File: config.mk
export PLATFORM = sky130hd
export DESIGN_NAME = sample_capture_buffer
export DESIGN_NICKNAME = d
export VERILOG_FILES = /design/src/rtl/dds_pkg.sv /design/src/rtl/sample_ram.sv /design/src/rtl/sample_capture_buffer.sv
export SDC_FILE = /design/constraint.sdc
export NUM_CORES = 2
export LEC_CHECK = 0
export ABC_AREA = 1
export CAP_MARGIN = 10
export CORE_AREA = 2 2 585 587
export DETAILED_ROUTE_END_ITERATION = 7
export DIE_AREA = 0 0 587 589
export SLEW_MARGIN = 20
export SYNTH_ARGS = -nofsm -noshare
export SYNTH_HDL_FRONTEND = slang
export SYNTH_SLANG_ARGS = --single-unit
File: constraint.sdc
create_clock -name Fg_CLK -period 4.2 [get_ports Fg_CLK]
set_clock_uncertainty 0.2 [all_clocks]
set_input_delay 0.84 -clock Fg_CLK [delete_from_list [all_inputs] [get_ports Fg_CLK]]
set_output_delay 0.84 -clock Fg_CLK [all_outputs]
set_load 0.005 [all_outputs]
File: src/rtl/dds_pkg.sv
// Shared constants for the DDS sampling/capture path: defaults, mode range and
// the capture FSM state encoding.
package dds_pkg;

    localparam int unsigned DATA_W_DEF = 8;
    localparam int unsigned DEPTH_DEF  = 256;
    localparam int unsigned MODE_W     = 4;
    localparam int unsigned MODE_MAX   = 4;
    localparam int unsigned STATE_W    = 3;

    localparam logic [STATE_W-1:0] ST_IDLE    = 3'd0;
    localparam logic [STATE_W-1:0] ST_ARM     = 3'd1;
    localparam logic [STATE_W-1:0] ST_CAPTURE = 3'd2;
    localparam logic [STATE_W-1:0] ST_FETCH   = 3'd3;
    localparam logic [STATE_W-1:0] ST_SEND    = 3'd4;
    localparam logic [STATE_W-1:0] ST_DONE    = 3'd5;

endpackage

File: src/rtl/sample_ram.sv
// DEPTH x DATA_W simple dual-port RAM with one-cycle registered read (BSRAM).
// Only the read register is reset; array contents survive reset.
module sample_ram
    import dds_pkg::*;
#(
    parameter int unsigned DATA_W = DATA_W_DEF,
    parameter int unsigned DEPTH  = DEPTH_DEF,
    parameter int unsigned ADDR_W = 8
) (
    input  logic              Fg_CLK,
    input  logic              RESETn,
    input  logic              wr_en,
    input  logic [ADDR_W-1:0] wr_addr,
    input  logic [DATA_W-1:0] wr_data,
    input  logic              rd_en,
    input  logic [ADDR_W-1:0] rd_addr,
    output logic [DATA_W-1:0] rd_data
);

    logic [DATA_W-1:0] mem [DEPTH];

    always_ff @(posedge Fg_CLK) begin
        if (wr_en) begin
            mem[wr_addr] <= wr_data;
        end
    end

    always_ff @(posedge Fg_CLK) begin
        if (!RESETn) begin
            rd_data <= '0;
        end else if (rd_en) begin
            rd_data <= mem[rd_addr];
        end
    end

endmodule

File: src/rtl/sample_capture_buffer.sv
// Captures DEPTH DDS samples on Enable strobes after an arm request, tags the
// capture with its decimation mode, then streams it out over valid/ready.
module sample_capture_buffer
    import dds_pkg::*;
#(
    parameter int unsigned DATA_W = DATA_W_DEF,
    parameter int unsigned DEPTH  = DEPTH_DEF,
    parameter int unsigned ADDR_W = 8
) (
    input  logic              Fg_CLK,
    input  logic              RESETn,
    input  logic              Ready,
    input  logic              Enable,
    input  logic [MODE_W-1:0] Mode,
    input  logic              Start,
    input  logic [DATA_W-1:0] Sample_in,
    output logic [DATA_W-1:0] Out_data,
    output logic              Out_valid,
    input  logic              Out_ready,
    output logic [MODE_W-1:0] Mode_tag,
    output logic              Busy,
    output logic              Done
);

    localparam logic [ADDR_W-1:0] PTR_LAST = ADDR_W'(DEPTH - 1);
    localparam logic [ADDR_W-1:0] PTR_ONE  = ADDR_W'(1);

    logic [STATE_W-1:0] state, state_nxt;
    logic [ADDR_W-1:0]  wr_ptr, wr_ptr_nxt;
    logic [ADDR_W-1:0]  rd_ptr, rd_ptr_nxt;
    logic [MODE_W-1:0]  mode_tag_nxt;
    logic               wr_en_c;
    logic [ADDR_W-1:0]  wr_addr_c;
    logic               rd_en_c;

    sample_ram #(
        .DATA_W (DATA_W),
        .DEPTH  (DEPTH),
        .ADDR_W (ADDR_W)
    ) u_ram (
        .Fg_CLK  (Fg_CLK),
        .RESETn  (RESETn),
        .wr_en   (wr_en_c),
        .wr_addr (wr_addr_c),
        .wr_data (Sample_in),
        .rd_en   (rd_en_c),
        .rd_addr (rd_ptr),
        .rd_data (Out_data)
    );

    // Next-state, pointer and RAM-strobe logic
    always_comb begin
        state_nxt    = state;
        wr_ptr_nxt   = wr_ptr;
        rd_ptr_nxt   = rd_ptr;
        mode_tag_nxt = Mode_tag;
        wr_en_c      = 1'b0;
        wr_addr_c    = wr_ptr;
        rd_en_c      = 1'b0;

        case (state)
            ST_IDLE: begin
                if (Ready || Start) begin
                    state_nxt = ST_ARM;
                end
            end
            ST_ARM: begin
                if (Enable) begin
                    wr_en_c      = 1'b1;
                    wr_addr_c    = '0;
                    mode_tag_nxt = Mode;
                    wr_ptr_nxt   = PTR_ONE;
                    state_nxt    = ST_CAPTURE;
                end
            end
            ST_CAPTURE: begin
                if (Enable) begin
                    wr_en_c = 1'b1;
                    if (Mode != Mode_tag) begin
                        // Mode switched mid-capture: discard and restart at slot 0
                        wr_addr_c    = '0;
                        mode_tag_nxt = Mode;
                        wr_ptr_nxt   = PTR_ONE;
                    end else if (wr_ptr == PTR_LAST) begin
                        wr_ptr_nxt = '0;
                        state_nxt  = ST_FETCH;
                    end else begin
                        wr_ptr_nxt = wr_ptr + PTR_ONE;
                    end
                end
            end
            ST_FETCH: begin
                rd_en_c   = 1'b1;
                state_nxt = ST_SEND;
            end
            ST_SEND: begin
                if (Out_ready) begin
                    if (rd_ptr == PTR_LAST) begin
                        rd_ptr_nxt = '0;
                        state_nxt  = ST_DONE;
                    end else begin
                        rd_ptr_nxt = rd_ptr + PTR_ONE;
                        state_nxt  = ST_FETCH;
                    end
                end
            end
            ST_DONE: begin
                state_nxt = ST_IDLE;
            end
            default: begin
                state_nxt = ST_IDLE;
            end
        endcase
    end

    always_ff @(posedge Fg_CLK) begin
        if (!RESETn) begin
            state  <= ST_IDLE;
            wr_ptr <= '0;
            rd_ptr <= '0;
        end else begin
            state  <= state_nxt;
            wr_ptr <= wr_ptr_nxt;
            rd_ptr <= rd_ptr_nxt;
        end
    end

    // Status outputs registered from the next state so they align with it
    always_ff @(posedge Fg_CLK) begin
        if (!RESETn) begin
            Out_valid <= 1'b0;
            Busy      <= 1'b0;
            Done      <= 1'b0;
            Mode_tag  <= '0;
        end else begin
            Out_valid <= (state_nxt == ST_SEND);
            Busy      <= (state_nxt != ST_IDLE);
            Done      <= (state_nxt == ST_DONE);
            Mode_tag  <= mode_tag_nxt;
        end
    end

endmodule

==> summary.json <==
{
  "synth_top_area_frac": 0.727,
  "p_seq_frac": 0.547,
  "post-dp-hpwl_mm": 149,
  "synth.largest_area_cell": "sky130_fd_sc_hd__edfxtp_1",
  "p_int_w": 0.0331,
  "layout.area.seq_mm2": 0.0622,
  "chipWidth_um": 587,
  "numCtsBuffers": 208,
  "ctsHoldBuffers": 0,
  "layout-drive-gt1-share": 0.106,
  "die_height_um": 589,
  "tightestPinTransition_ns": 0.966,
  "clockPowerShare": 0.430,
  "io_pins": 33,
  "synth.top_cells.by_area": "sky130_fd_sc_hd__edfxtp_1, sky130_fd_sc_hd__nand2_1, sky130_fd_sc_hd__nand3_1, sky130_fd_sc_hd__a21oi_1, sky130_fd_sc_hd__nor2_1",
  "number_of_nets_with_antenna_violations_after_routing": 0,
  "wl_per_cell_um": 19.8,
  "slew-limit-headroom": 0.355,
  "reg2reg_to": "u_ram.rd_data[7]",
  "syn_to_final_growth_pct": 17.7,
  "drt_pre_antenna_iters": 6,
  "leakagePower_nw": 35.2,
  "final_slew_violations": 0,
  "gr-total-overflow": 0,
  "grt_pass1_vias": 54800,
  "startpoint_type": "flip-flop",
  "period_minus_slack_ns": 3.61,
  "grt_antenna_before_repair": 5,
  "result_of_the_run": "completed",
  "synth_nets": 7433,
  "gp_congestion": 0.902,
  "synth.lib_cells_used.distinct": 40,
  "yosysWarningCount": 0,
  "synth_enable_flop_cells": 2048,
  "hold_end": "u_ram.mem[77][7]",
  "cts.root.buffer_cell": "sky130_fd_sc_hd__clkbuf_16",
  "timing.critical_path.cells": "inv_8 > nor2_4 > buf_12 > a21oi_1 > nand3_1 > nand3_1 > nand3_1 > nand3_1 > nand2_1 > nand2_1 > nand3_1 > nand2_1 > inv_1",
  "grt_first_pass_wirelength_mm": 358,
  "place.port_buffers": 32,
  "initial_utilization": 0.250,
  "fraction_of_power_spent_switching_nets": 0.208,
  "clock.fmax_mhz": 277,
  "post_route_wl_mm": 245,
  "ir_drop_mv": 0.449,
  "fillers": 34600,
  "finalNetCount": 7681,
  "powerDensity_mw_per_mm2": 419,
  "net-switching-power_w": 0.00867,
  "dr.first_iter.drc_count": 6384,
  "cts_resized": 0,
  "worst_ep_arrival_time_ns": 4.20,
  "ys_async_sr_fraction": 0,
  "holdCritPathClass": "primary input to flip-flop",
  "synth_ff_type": "sky130_fd_sc_hd__edfxtp_1",
  "syn-mean-instance-area_um2": 11.4,
  "cts.repair_timing.setup_buffer_count": 0,
  "power.share.combinational": 0.024,
  "post-place-ws_ns": 0.0197,
  "clock-sinks": 2082,
  "synth_sequential_area_ratio": 0.735,
  "worst-r2r-setup-slack_ns": 0.59,
  "dieArea_mm2": 0.346,
  "clkLatencyLatePin_ns": 0.84,
  "r2r_cells": 13,
  "ys_seq_elements": 2082,
  "globalRouteTotalUtil": 0.137,
  "via_count": 56300,
  "drt_drc_violations_left": 0,
  "critical_path.endpoint_type": "flip-flop",
  "clock_transition_time_at_the_flip_flop_clock_pins_of_the_worst_setup_and_hold_paths_ns": 0.06,
  "tritoncts_clock_tree": "yes",
  "area_of_the_placeable_core_mm2": 0.339,
  "worstPathMaxFanout": 77,
  "cp.required_ns": 4.79,
  "crit_type": "flip-flop to flip-flop",
  "finalSetupViolations": 0,
  "timing.critical_path.slowest_stage_cell": "sky130_fd_sc_hd__nor2_4",
  "rsz0062_at_grt": "false",
  "hold_violations": 0,
  "post_synth_instance_area_mm2": 0.0846,
  "grt_start_max_net_pins": 170,
  "timing.critical_path.slowest_cell_delay_ns": 0.66,
  "vias_per_cell": 4.55,
  "synthesis.instances": 7413,
  "core.rowCount": 214,
  "hold-path-cell-count": 1,
  "final.period_utilization": 0.860,
  "layout_setup_ws_ns": 0.590,
  "r2r-start": "rd_ptr[2]",
  "max-cap-violations": 0,
  "multi_input_comb_area_mm2": 0.0204,
  "totalNegativeSetupSlack_ns": 0,
  "cts-htree-levels": 4,
  "hold_start": "Sample_in[7]",
  "clockBufferDepth": 3,
  "timing.critical_path.mode_cell": "sky130_fd_sc_hd__nand3_1"
}
==> through the flow <==
stage	instance area (um2)	std cells	utilization	hold slack, ns	power (W)
2_1_floorplan	84600	7413	-	0.297	0.0235
3_3_place_gp	93100	12000	0.275	0.313	0.0243
3_5_place_dp	93100	12000	0.275	0.311	0.0243
4_1_cts	99600	12400	0.294	0.123	0.0420
5_1_grt	99600	12400	0.294	0.140	0.0428
6_report	99600	12400	0.294	0.175	0.0418
==> logic make-up (layout without fill, tap and decap cells) <==
kind of cell    count (synthesis)  count (layout)  synth area share
flops                        2082            2082             0.735
simple gates                 4500            4500             0.220
other cells                     0              10                 0
xor+xnor                        4               4          0.000414
compound gates                306             306            0.0191
fa+ha+maj                       2               2          0.000296
buf+inv                       519             934            0.0255
==> synthesized netlist by cell type, types with 2 or more instances <==
cell type                  instances
sky130_fd_sc_hd__nand3_1        1272
sky130_fd_sc_hd__clkbuf_1        272
sky130_fd_sc_hd__o21ai_2           2
sky130_fd_sc_hd__o211ai_1          7
sky130_fd_sc_hd__buf_2           147
sky130_fd_sc_hd__inv_1            45
sky130_fd_sc_hd__inv_2             8
sky130_fd_sc_hd__nand3_2           2
sky130_fd_sc_hd__buf_6             2
sky130_fd_sc_hd__a21boi_0          7
sky130_fd_sc_hd__nand2_1        2874
sky130_fd_sc_hd__edfxtp_1       2048
sky130_fd_sc_hd__clkinv_1          4
sky130_fd_sc_hd__dfxtp_1          34
sky130_fd_sc_hd__nor2_4            2
sky130_fd_sc_hd__nor3_4            3
sky130_fd_sc_hd__nor2_2            7
sky130_fd_sc_hd__inv_4             2
sky130_fd_sc_hd__o21ai_0          16
sky130_fd_sc_hd__a21oi_1         263
sky130_fd_sc_hd__a221oi_1          3
sky130_fd_sc_hd__nor3_1            6
sky130_fd_sc_hd__a211oi_1          5
sky130_fd_sc_hd__xor2_1            4
sky130_fd_sc_hd__ha_1              2
sky130_fd_sc_hd__nor3_2            3
sky130_fd_sc_hd__buf_1            37
sky130_fd_sc_hd__nand2_2           9
sky130_fd_sc_hd__nor2_1          316
==> critical path: cells and delay by family (launching register included) <==
| kind | cells | cell delay [ns] |
|---|---|---|
| AO/OA/AOI/OAI | 1 | 0.13 |
| buffers and inverters | 3 | 0.49 |
| flip-flops | 1 | 0.51 |
| AND/OR/NAND/NOR | 9 | 2.09 |
==> worst max-delay path by stage <==
stage | from | endpoint | cells after the start
6_report | rd_ptr[2] | u_ram.rd_data[7] | 13
5_1_grt | state[1] | u_ram.mem[2][4] | 12
4_1_cts | rd_ptr[2] | u_ram.rd_data[5] | 14
3_5_place_dp | Mode[3] | u_ram.mem[2][4] | 12
3_3_place_gp | Mode[3] | u_ram.mem[210][7] | 13
2_1_floorplan | Mode[1] | u_ram.mem[134][0] | 13
==> layer usage <==
metal	wire, um	part of all wire	track usage
met1	102000	0.41	0.178
met2	115000	0.47	0.227
met3	18200	0.074	0.0218
met4	9950	0.041	0.0568
met5	27	0.00011	0
==> placed cells by master, fill, tap and decap left out, types with 38 or more instances in the layout <==
cell,synthesis,final
sky130_fd_sc_hd__clkbuf_16,0,210
sky130_fd_sc_hd__nor2_1,316,315
sky130_fd_sc_hd__clkinv_2,1,44
sky130_fd_sc_hd__buf_4,1,404
sky130_fd_sc_hd__nand2_1,2874,2863
sky130_fd_sc_hd__buf_12,0,61
sky130_fd_sc_hd__edfxtp_1,2048,2048
sky130_fd_sc_hd__nand3_1,1272,1271
sky130_fd_sc_hd__inv_1,45,43
sky130_fd_sc_hd__clkbuf_1,272,38
sky130_fd_sc_hd__a21oi_1,263,263
sky130_fd_sc_hd__clkinv_1,4,46
==> power groups by stage <==
| stage | Combinational (W) | Sequential [W] | Clock (W) |
|---|---|---|---|
| after detailed placement | 0.000996 | 0.0233 | 0 |
| final | 0.000989 | 0.0228 | 0.0179 |
| after global routing | 0.00106 | 0.0228 | 0.0189 |
| after CTS | 0.00100 | 0.0228 | 0.0182 |
| after global placement | 0.000995 | 0.0233 | 0 |
| after floorplan | 0.000264 | 0.0233 | 0 |
==> sequential cells by signal (all words and copies together) (netlist names) <==
name / cells
Busy: 1
Done: 1
Mode_tag: 4
Out_valid: 1
rd_ptr: 8
state: 3
u_ram.mem: 2048
u_ram.rd_data: 8
wr_ptr: 8
==> area by class of cell <==
cell class / count / share of cell area
antenna: 10 / 0.000251
clock buffer: 248 / 0.0542
clock inverter: 129 / 0.0111
inverter: 60 / 0.00275
multi-input combinational: 4812 / 0.204
sequential: 2082 / 0.624
tap: 4536 / 0.0570
timing repair buffer: 497 / 0.0463
(Power assumes the default switching activity.)
